===== src/rtl/axi_dma_read_burst.sv =====
// AXI4 read master for the DMA read path: splits one transfer into INCR bursts that never
// cross a 4 KB page and only launch when the downstream FIFO can absorb the whole burst.
module axi_dma_read_burst #(
  parameter int unsigned ADDR_WIDTH     = 32,
  parameter int unsigned DATA_WIDTH     = 32,
  parameter int unsigned MAX_BURST      = 16,
  parameter int unsigned LEN_WIDTH      = 16,
  parameter int unsigned FIFO_CNT_WIDTH = 8
) (
  input  logic                      clk,
  input  logic                      reset,
  input  logic                      start,
  input  logic [ADDR_WIDTH-1:0]     src_addr,
  input  logic [LEN_WIDTH-1:0]      xfer_beats,
  output logic                      busy,
  output logic                      done,
  output logic                      error,
  output logic [ADDR_WIDTH-1:0]     araddr,
  output logic [7:0]                arlen,
  output logic [2:0]                arsize,
  output logic [1:0]                arburst,
  output logic                      arvalid,
  input  logic                      arready,
  input  logic [DATA_WIDTH-1:0]     rdata,
  input  logic [1:0]                rresp,
  input  logic                      rlast,
  input  logic                      rvalid,
  output logic                      rready,
  output logic [DATA_WIDTH-1:0]     fifo_data,
  output logic                      fifo_wr_en,
  input  logic [FIFO_CNT_WIDTH-1:0] fifo_space
);

  localparam int unsigned Bytes = DATA_WIDTH / 8;
  localparam int unsigned Shift = $clog2(Bytes);

  typedef enum logic [2:0] {StIdle, StCalc, StAddr, StData, StFin} state_t;

  state_t                  r_state, w_state_next;
  logic [ADDR_WIDTH-1:0]   r_addr;
  logic [LEN_WIDTH-1:0]    r_remaining;
  logic [8:0]              r_burst;
  logic [8:0]              r_beat_cnt;
  logic [7:0]              r_arlen;
  logic                    r_arvalid;
  logic                    r_error;
  logic                    r_fifo_wr_en;
  logic [DATA_WIDTH-1:0]   r_fifo_data;

  logic [31:0] w_room;
  logic [31:0] w_rem32;
  logic [31:0] w_cap;
  logic [8:0]  w_burst;
  logic        w_space_ok;
  logic        w_beat;
  logic        w_last_beat;
  logic        w_beat_err;

  // Beats left before the next 4 KB page boundary.
  assign w_room      = (32'd4096 - {20'd0, r_addr[11:0]}) >> Shift;
  assign w_rem32     = 32'(r_remaining);
  assign w_cap       = (w_rem32 < MAX_BURST) ? w_rem32 : MAX_BURST;
  assign w_burst     = 9'((w_cap < w_room) ? w_cap : w_room);
  // One extra entry covers the registered FIFO write whose space update is still pending.
  assign w_space_ok  = 32'(fifo_space) >= (32'(r_burst) + 32'd1);
  assign w_beat      = (r_state == StData) && rvalid;
  assign w_last_beat = (r_beat_cnt == (r_burst - 9'd1));
  assign w_beat_err  = (rresp != 2'b00) || (rlast != w_last_beat);

  always_ff @(posedge clk) begin
    if (reset) r_state <= StIdle;
    else       r_state <= w_state_next;
  end

  always_comb begin
    w_state_next = r_state;
    case (r_state)
      StIdle: if (start) w_state_next = StCalc;
      StCalc: w_state_next = (r_remaining == '0) ? StFin : StAddr;
      StAddr: if (r_arvalid && arready) w_state_next = StData;
      StData: begin
        if (w_beat && w_last_beat) w_state_next = (r_error || w_beat_err) ? StFin : StCalc;
      end
      StFin:   w_state_next = StIdle;
      default: w_state_next = StIdle;
    endcase
  end

  always_ff @(posedge clk) begin
    if (reset) begin
      r_addr       <= '0;
      r_remaining  <= '0;
      r_burst      <= '0;
      r_beat_cnt   <= '0;
      r_arlen      <= '0;
      r_arvalid    <= 1'b0;
      r_error      <= 1'b0;
      r_fifo_wr_en <= 1'b0;
      r_fifo_data  <= '0;
    end else begin
      r_fifo_wr_en <= w_beat;
      if (w_beat) r_fifo_data <= rdata;
      case (r_state)
        StIdle: begin
          if (start) begin
            r_addr      <= src_addr & ~ADDR_WIDTH'(Bytes - 1);
            r_remaining <= xfer_beats;
            r_error     <= 1'b0;
          end
        end
        StCalc: begin
          if (r_remaining != '0) begin
            r_burst    <= w_burst;
            r_arlen    <= 8'(w_burst - 9'd1);
            r_beat_cnt <= '0;
          end
        end
        StAddr: begin
          if (r_arvalid) begin
            if (arready) r_arvalid <= 1'b0;
          end else if (w_space_ok) begin
            r_arvalid <= 1'b1;
          end
        end
        StData: begin
          if (w_beat) begin
            r_beat_cnt <= r_beat_cnt + 9'd1;
            if (w_beat_err) r_error <= 1'b1;
            // The local beat count, not rlast, decides where the burst ends.
            if (w_last_beat) begin
              r_addr      <= r_addr + (ADDR_WIDTH'(r_burst) << Shift);
              r_remaining <= r_remaining - LEN_WIDTH'(r_burst);
            end
          end
        end
        default: ;
      endcase
    end
  end

  assign busy       = (r_state != StIdle);
  assign done       = (r_state == StFin);
  assign error      = r_error;
  assign araddr     = r_addr;
  assign arlen      = r_arlen;
  assign arsize     = 3'(Shift);
  assign arburst    = 2'b01;
  assign arvalid    = r_arvalid;
  assign rready     = (r_state == StData);
  assign fifo_data  = r_fifo_data;
  assign fifo_wr_en = r_fifo_wr_en;

endmodule


===== config.mk =====
export PLATFORM = sky130hd
export DESIGN_NAME = axi_dma_read_burst
export DESIGN_NICKNAME = d
export VERILOG_FILES = /design/src/rtl/axi_dma_read_burst.sv
export SDC_FILE = /design/constraint.sdc
export NUM_CORES = 1
export LEC_CHECK = 0
export CORE_MARGIN = 10
export CORE_UTILIZATION = 42
export CTS_CLUSTER_SIZE = 8
export DETAILED_ROUTE_END_ITERATION = 12
export PLACE_DENSITY_LB_ADDON = 0.15
export SLEW_MARGIN = 20
export SYNTH_ARGS = -nofsm -noshare
export SYNTH_HDL_FRONTEND = slang
export SYNTH_SLANG_ARGS = --single-unit

===== constraint.sdc =====
create_clock -name clk -period 9.9 [get_ports clk]
set_input_delay 2.97 -clock clk [delete_from_list [all_inputs] [get_ports clk]]
set_output_delay 2.97 -clock clk [all_outputs]
set_load 0.005 [all_outputs]

---- Word-level counts from Yosys, hierarchy flattened ----
Cells that the tools add are included.
storage, ports and cells
  flip-flop bits (word level) ............. 112
  bits of input ports ..................... 96
  logic and storage cells ................. 76
  output and inout bits ................... 83
operators by class
  reduce and logical (&&, ||, !) cells .... 17
  muxes and demuxes ....................... 26
  $lt $le $gt $ge ......................... 3
  add/sub/neg operators ................... 7
  equal/unequal tests ..................... 13
operator list
  kind                      number
  $mux W32                  3
  $mux W16                  4
  $pmux W32 S2              1
  $add A32 B11 Y32          1
  $pmux W16 S2              1
  $lt A16 B30 Y1            1
  $mux W9                   3
  $pmux W9 S2               1
  $logic_not A16 Y1         1
  $lt A16 B5 Y1 const B     1
  $reduce_bool A16 Y1       1
  $sub A16 B9 Y16           1
  $mux W3                   5
  $sub A13 B12 Y14 const A  1
  $pmux W3 S4               1
  $add A9 B1 Y10 const B    1
  $ge A8 B10 Y1             1
  $add A9 B1 Y9 const B     1
  $eq A9 B9 Y1              1
  $sub A9 B1 Y9 const B     1
  $ne A2 B1 Y1 const B      4
  $reduce_and A4 Y1         2
  $sub A8 B1 Y8 const B     1
  $eq A3 B2 Y1 const B      2
  other kinds (13)          26

---- Logic depth before layout (Yosys ltp) ----
Gate-level depths: netlist of the first run.
  word-level depth ........................ 8
  depth in mapped cells ................... 18
  gate-level depth less buffers ........... 17

---- Worst setup path after synthesis of the first run ----
Ideal clock, no wire load.
  kind .................................... input to register
  start point ............................. in fifo_space[0]
  end point ............................... reg r_arvalid, in the netlist arvalid
  required time ........................... 9.777 ns
  arrival time ............................ 4.238 ns
  setup time .............................. 0.123 ns
  slack ................................... 5.540 ns
  stages .................................. 9
  path buffers ............................ 0
  cells stage by stage .................... inv_1 -> ha_1 -> nand2b_1 -> a21o_1 -> a21o_1 -> a211oi_1 -> o21bai_1 -> a31oi_1 -> o21ai_0
on the way
  word-level cells in the longest chain between the ends .. 3
ends and longest elaborated chain
  item                    line  source
  start: declaration      31    input logic [FIFO_CNT_WIDTH-1:0] fifo_space
  $ge A8 B10 Y1           65    assign w_space_ok = 32'(fifo_space) >= (32'(r_burst) + 32'd1);
  $mux W1                 121   end else if (w_space_ok) begin
  $mux W1                 119   if (r_arvalid) begin
  end signal: assignment  96    r_arvalid <= 1'b0;
  end signal: assignment  120   if (arready) r_arvalid <= 1'b0;
  end signal: assignment  122   r_arvalid <= 1'b1;
  end: declaration        45    logic r_arvalid;
Every way passes these cells.
A chain may end at the register's enable or synchronous reset.

---- Worst setup path in the final report of the first run ----
  start point ............................. reg r_state[1]
  end point ............................... out rready
on the way
  word-level cells in the longest chain between the ends .. 1
ends and longest elaborated chain
  item                      line  source
  start: declaration        39    state_t r_state, w_state_next;
  start signal: assignment  71    if (reset) r_state <= StIdle;
  start signal: assignment  72    else r_state <= w_state_next;
  $eq A3 B2 Y1              149   assign rready = (r_state == StData);
  end: declaration          28    output logic rready,
Every way passes these cells.

==> results.sh, run 1 <==
export IMPL_timing_critical_path_from="r_state[1]"
export IMPL_fin_ws_ps=4390
export IMPL_cp_data_required_time_ps=6930
export IMPL_hold_viol_final=0
export IMPL_firstDrtPassIters=5
export IMPL_r2r_start="r_remaining[11]"
export IMPL_antenna_found_initial=0
export IMPL_root_buffer="clkbuf_16"
export IMPL_synth_distinct_cells=69
export IMPL_clk_latency_ps=360
export IMPL_ff2ff_path_depth=15
export IMPL_period_share_pct=55.6
export IMPL_grt_overflow_total=0
export IMPL_avgSynthCellArea_um2=7.53
export IMPL_grt_max_degree=80
export IMPL_hold_path_class="reg2reg"
export IMPL_ant_nets=0
export IMPL_run_status="completed"
export IMPL_r2r_end="arlen[4]"
export IMPL_post_cts_resize_count=0
export IMPL_whs_ps=454
export IMPL_hold_buffers=0
export IMPL_drc_errors=0
export IMPL_crit_type="reg2out"
export IMPL_grt_pass1_wl_um=35300
export IMPL_timing_fmax_mhz=182
export IMPL_slew_viol_final=0
export IMPL_dp_worst_setup_slack_ps=4780
export IMPL_cts_buffers=9
export IMPL_dieArea_um2=22500
export IMPL_areaGrowthSynthToFinish_pct=29.8
export IMPL_reg2reg_slack_ps=4920
export IMPL_port_buffers=169
export IMPL_irDropWorstVdd_mv=0.0942
export IMPL_leakage_nw=3.38
export IMPL_wl_um=22100
export IMPL_dpl_cell_count=1289
export IMPL_cts_tree="built"
export IMPL_core_um2=16600
export IMPL_worst_pin_slew_ps=931
export IMPL_antenna_cells=0
export IMPL_cap_viol_max_count=0
export IMPL_arrival_ps=2540
export IMPL_min_delay_start="fifo_data[4]"
export IMPL_cp_max_fo=75
export IMPL_power_density_nw_per_um2=145
export IMPL_min_to="fifo_data[4]"
export IMPL_start_util_pct=42.8
export IMPL_yosys_warnings=0
export IMPL_wl_per_cell_um=16.9
export IMPL_startpoint_type="flip-flop"
export IMPL_grt_pass1_vias=6768
export IMPL_post_cts_buffers=0
export IMPL_postLayoutCoreUtil_pct=55.6
export IMPL_drive_gt1_share_pct=4.06
export IMPL_initialDrtViolationCount=508
export IMPL_fin_skew_ps=7.61
export IMPL_stdcell_count=1305
export IMPL_slew_headroom_pct=37.9
export IMPL_cts_sink_count=110
export IMPL_h_tree_depth=3
export IMPL_synth_seq_cells=110
export IMPL_num_vias=7201
export IMPL_rows=47
export IMPL_clkTransAtPathRegs_ps=70
export IMPL_syn_area_um2=7100
export IMPL_final_nets=1219
export IMPL_gp_congestion=0.857
export IMPL_syn_inst=943
export IMPL_hold_path_depth=2
export IMPL_synth_edf_count=0
export IMPL_synth_ff_type="dfxtp_1"
export IMPL_routed_via_density=5.52
export IMPL_dieWidth_um=150
export IMPL_synth_yosys_seq_area_share_pct=31.0
export IMPL_end_kind="output pin"
export IMPL_ys_async_sr_fraction_pct=0
export IMPL_hpwl_um=15700
export IMPL_num_io_pins=179
export IMPL_track_usage_pct=19.2
export IMPL_die_height_um=150
export IMPL_post_route_min_period_ps=5510
export IMPL_rsz0062_at_grt="no"
export IMPL_fin_setup_tns_ps=0
export IMPL_clockBufferDepth=2
export IMPL_setup_viol=0
-- cell families (layout without fill, tap and decap cells) --
group,after synthesis,in the layout,synth area share [%]
DFF,110,110,31.0
xor gates and xnor gates,40,40,4.93
AOI/OAI and AO/OA,273,273,24.6
buffers and inverters,99,230,5.94
and+or+nand+nor,367,367,24.2
adders and majority gates,43,43,7.79
other,2,13,0.106
muxes,9,9,1.36
-- layout by cell type, fill, tap and decap left out, types with 24 or more instances in the layout --
master,count
nand2_1,152
dfxtp_1,110
ha_1,41
nor2_1,65
a211oi_1,32
o21ai_0,49
nand3_1,35
xnor2_1,24
inv_1,34
clkdlybuf4s50_1,168
a21oi_1,85
nor3_1,24
-- metrics by stage --
stage	instance area [um^2]	power, W
CTS	9210	0.00135
detailed placement	8900	0.000960
finish	9210	0.00134
floorplan	7140	0.000807
global placement	8900	0.000957
global route	9210	0.00142
-- power by group --
part,total (W),switching [W],internal [W]
registers,0.000521,0.0000481,0.000473
logic,0.000434,0.000225,0.000208
clock network,0.000385,0.000179,0.000205
total,0.00134,0.000453,0.000886
-- area by class of cell --
| type | count | area [um^2] |
|---|---|---|
| Clock buffer | 10 | 239 |
| Clock inverter | 6 | 68.8 |
| Fill cell | 1603 | 7370 |
| Inverter | 36 | 135 |
| Multi-Input combinational cell | 745 | 4540 |
| Sequential cell | 110 | 2200 |
| Tap cell | 220 | 275 |
| Timing Repair Buffer | 178 | 1750 |
-- synth_stat cells, types with 3 or more instances --
cell type	count	area (um^2)
nand2_1	152	571
dfxtp_1	110	2200
a21oi_1	85	425
nor2_1	66	248
o21ai_0	49	245
clkbuf_1	44	165
ha_1	41	513
nand3_1	36	180
inv_1	34	128
a211oi_1	32	240
nor3_1	24	120
xnor2_1	24	210
a21o_1	16	120
xor2_1	16	140
nand4_1	15	93.8
a31oi_1	13	81.3
or3_1	13	81.3
and3_1	12	75.1
nor4_1	11	68.8
o22ai_1	11	68.8
a311oi_1	9	78.8
o31ai_1	8	60.1
buf_4	7	52.6
nor2b_1	7	43.8
nor3b_1	7	52.6
o211ai_1	7	52.6
buf_2	6	30.0
or4_1	6	45.0
mux2_2	5	56.3
o21a_1	5	37.5
mux2i_1	4	40.0
nand3b_1	4	30.0
o31a_1	4	35.0
o41ai_1	4	35.0
a21boi_0	3	22.5
a31o_2	3	26.3
buf_1	3	11.3
or2_2	3	18.8
-- layer usage --
layer  up-vias  wire length [um]  GRT usage [%]
li1       3686                 -              -
met1      3314             10200           25.3
met2       189              9950           30.0
met3        12              1700           6.37
met4         0               212           3.74
met5         -                 0              0
-- registers in the layout, indices dropped and copies added (netlist names) --
signal	flops
r_beat_cnt	9
arvalid	1
r_state	3
araddr	30
r_remaining	16
arlen	8
r_burst	9
fifo_data	32
error	1
fifo_wr_en	1
-- worst max-delay path, cell delays in order (launching register included) --
cell,delay [ps]
dfxtp_1,510
nand3_2,100
buf_4,340
inv_2,110
buf_4,460
clkdlybuf4s50_1,610
-- how the worst max path moves through the flow --
stage / end / cells after the start / slack, ps
6_report: rready / 5 / 4390
5_1_grt: rready / 5 / 4230
4_1_cts: rready / 5 / 4390
3_5_place_dp: rready / 5 / 4780
3_3_place_gp: rready / 5 / 4780
2_1_floorplan: arvalid / 9 / 5540
Power figures use the tool's default switching activity.
==> run 2, diff against run 1 <==
==> constraint.sdc (replaced) <==
create_clock -name clk -period 5.1 [get_ports clk]
set_input_delay 1.53 -clock clk [delete_from_list [all_inputs] [get_ports clk]]
set_output_delay 1.53 -clock clk [all_outputs]
set_load 0.005 [all_outputs]
==> results.sh, run 2 (synthesized netlist as in run 1, its figures left out) <==
export IMPL_wl_um=22500
export IMPL_dieArea_um2=22500
export IMPL_routed_via_density=5.51
export IMPL_sequentialPowerShare_pct=38.6
export IMPL_fin_setup_tns_ps=0
export IMPL_grt_pass1_wl_um=36000
export IMPL_r2r_end="arlen[2]"
export IMPL_hpwl_um=16200
export IMPL_firstDrtPassIters=5
export IMPL_arrival_ps=4680
export IMPL_drive_gt1_share_pct=4.32
export IMPL_leakage_nw=3.40
export IMPL_slew_headroom_pct=32.1
export IMPL_start_util_pct=42.8
export IMPL_die_height_um=150
export IMPL_irDropWorstVdd_mv=0.179
export IMPL_post_route_min_period_ps=4400
export IMPL_run_status="completed"
export IMPL_period_share_pct=86.2
export IMPL_p_switching_w=0.000900
export IMPL_clkTransAtPathRegs_ps=80
export IMPL_p_int_w=0.00172
export IMPL_track_usage_pct=19.6
export IMPL_root_buffer="clkbuf_16"
export IMPL_power_frac_clock_pct=29.0
export IMPL_dpl_instance_area_um2=8930
export IMPL_dieWidth_um=150
export IMPL_rows=47
export IMPL_initialDrtViolationCount=594
export IMPL_num_vias=7208
export IMPL_fin_skew_ps=7.63
export IMPL_ant_nets=0
export IMPL_regArea_um2=2200
export IMPL_min_to="fifo_data[9]"
export IMPL_min_delay_start="fifo_data[9]"
export IMPL_hold_path_class="reg2reg"
export IMPL_cp_max_fo=8
export IMPL_worst_pin_slew_ps=1020
export IMPL_cts_sink_count=110
export IMPL_cap_viol_max_count=0
export IMPL_clk_latency_ps=360
export IMPL_crit_type="reg2reg"
export IMPL_wl_per_cell_um=17.2
export IMPL_grt_overflow_total=0
export IMPL_final_nets=1222
export IMPL_cts_buffers=9
export IMPL_largest_reg_flops=32
export IMPL_gp_congestion=0.869
export IMPL_hold_viol_final=0
export IMPL_h_tree_depth=3
export IMPL_p_comb_share_pct=32.5
export IMPL_hold_buffers=0
export IMPL_timing_fmax_mhz=228
export IMPL_num_io_pins=179
export IMPL_setup_viol=0
export IMPL_mostFrequentLayoutCell="clkdlybuf4s50_1"
export IMPL_reg2reg_slack_ps=700
export IMPL_r2r_start="r_remaining[11]"
export IMPL_design_area_um2=9240
export IMPL_rsz0062_at_grt="no"
export IMPL_cts_tree="built"
export IMPL_grt_max_degree=86
export IMPL_power_density_nw_per_um2=284
export IMPL_antenna_cells=0
export IMPL_ff2ff_path_depth=16
export IMPL_fill_cells=1629
export IMPL_post_cts_resize_count=0
export IMPL_mostFrequentLayoutCells="168 x clkdlybuf4s50_1, 152 x nand2_1, 110 x dfxtp_1"
export IMPL_port_buffers=169
export IMPL_clockBufferDepth=2
export IMPL_drc_errors=0
export IMPL_areaGrowthSynthToFinish_pct=30.1
export IMPL_timing_critical_path_from="r_remaining[11]"
export IMPL_hold_path_depth=2
export IMPL_core_um2=16600
export IMPL_cp_data_required_time_ps=5380
export IMPL_antenna_found_initial=0
export IMPL_startpoint_type="flip-flop"
export IMPL_multi_input_area_um2=4540
export IMPL_slew_viol_final=0
export IMPL_end_kind="flip-flop"
export IMPL_switching_share_pct=34.3
export IMPL_grt_pass1_vias=6889
export IMPL_post_cts_buffers=0
## run 2: changes by cell type in the layout (fill, tap and decap cells not counted)
cell        delta
buf_4          +3
clkbuf_8       -1
clkinv_2       -1
clkinvlp_4     -1
inv_6          +2
inv_8          +1
## run 2: power groups by stage
stage	combinational (W)	clock (W)	sequential (W)
floorplan	0.000574	0	0.000992
global placement	0.000836	0	0.00103
detailed placement	0.000841	0	0.00103
CTS	0.000848	0.000775	0.00101
global route	0.000954	0.000805	0.00102
finish	0.000851	0.000759	0.00101
## run 2: area by class of cell
cell class / count / share of cell area [%]
multi-input cells: 745 / 49.1
flip-flops and latches: 110 / 23.8
repair buffers: 181 / 19.2
well taps: 220 / 2.98
clock buffers: 9 / 2.44
inverters: 36 / 1.46
clock inverters: 7 / 0.921
## run 2: worst max-delay path by stage
stage               end
2_1_floorplan  arlen[6]
4_1_cts        arlen[2]
3_3_place_gp   arlen[2]
5_1_grt        arlen[4]
6_report       arlen[2]
3_5_place_dp   arlen[2]
## run 2: metal layers
metal | track usage, % | vias to the layer above | share of wire, %
li1 | - | 3689 | -
met1 | 25.5 | 3326 | 45
met2 | 31.4 | 181 | 47
met3 | 6.01 | 12 | 7.4
met4 | 3.84 | 0 | 0.75
met5 | 0 | - | 0
## run 2: worst max-delay path, stage by stage, from the launching register on
cell and delay, ps:
dfxtp_1 370, or4_1 650, nor3_1 270, buf_4 190
nand2_1 70, inv_1 60, ha_1 230, a21oi_1 160
nor2b_1 70, a2111oi_0 400, nor2_1 130, a31oi_1 310
buf_4 210, mux2_2 370, ha_1 290, or3_1 380
o211ai_1 150
## run 2: through the flow
step | util [%] | instances | power [W] | setup slack [ps] | hold WS, ps
after floorplan | - | 954 | 0.00157 | 877 | 447
after global placement | 53.8 | 1292 | 0.00186 | 835 | 441
after detailed placement | 53.8 | 1292 | 0.00187 | 778 | 446
after CTS | 55.7 | 1308 | 0.00263 | 729 | 457
after global routing | 55.7 | 1308 | 0.00278 | 276 | 468
final | 55.7 | 1308 | 0.00262 | 705 | 454
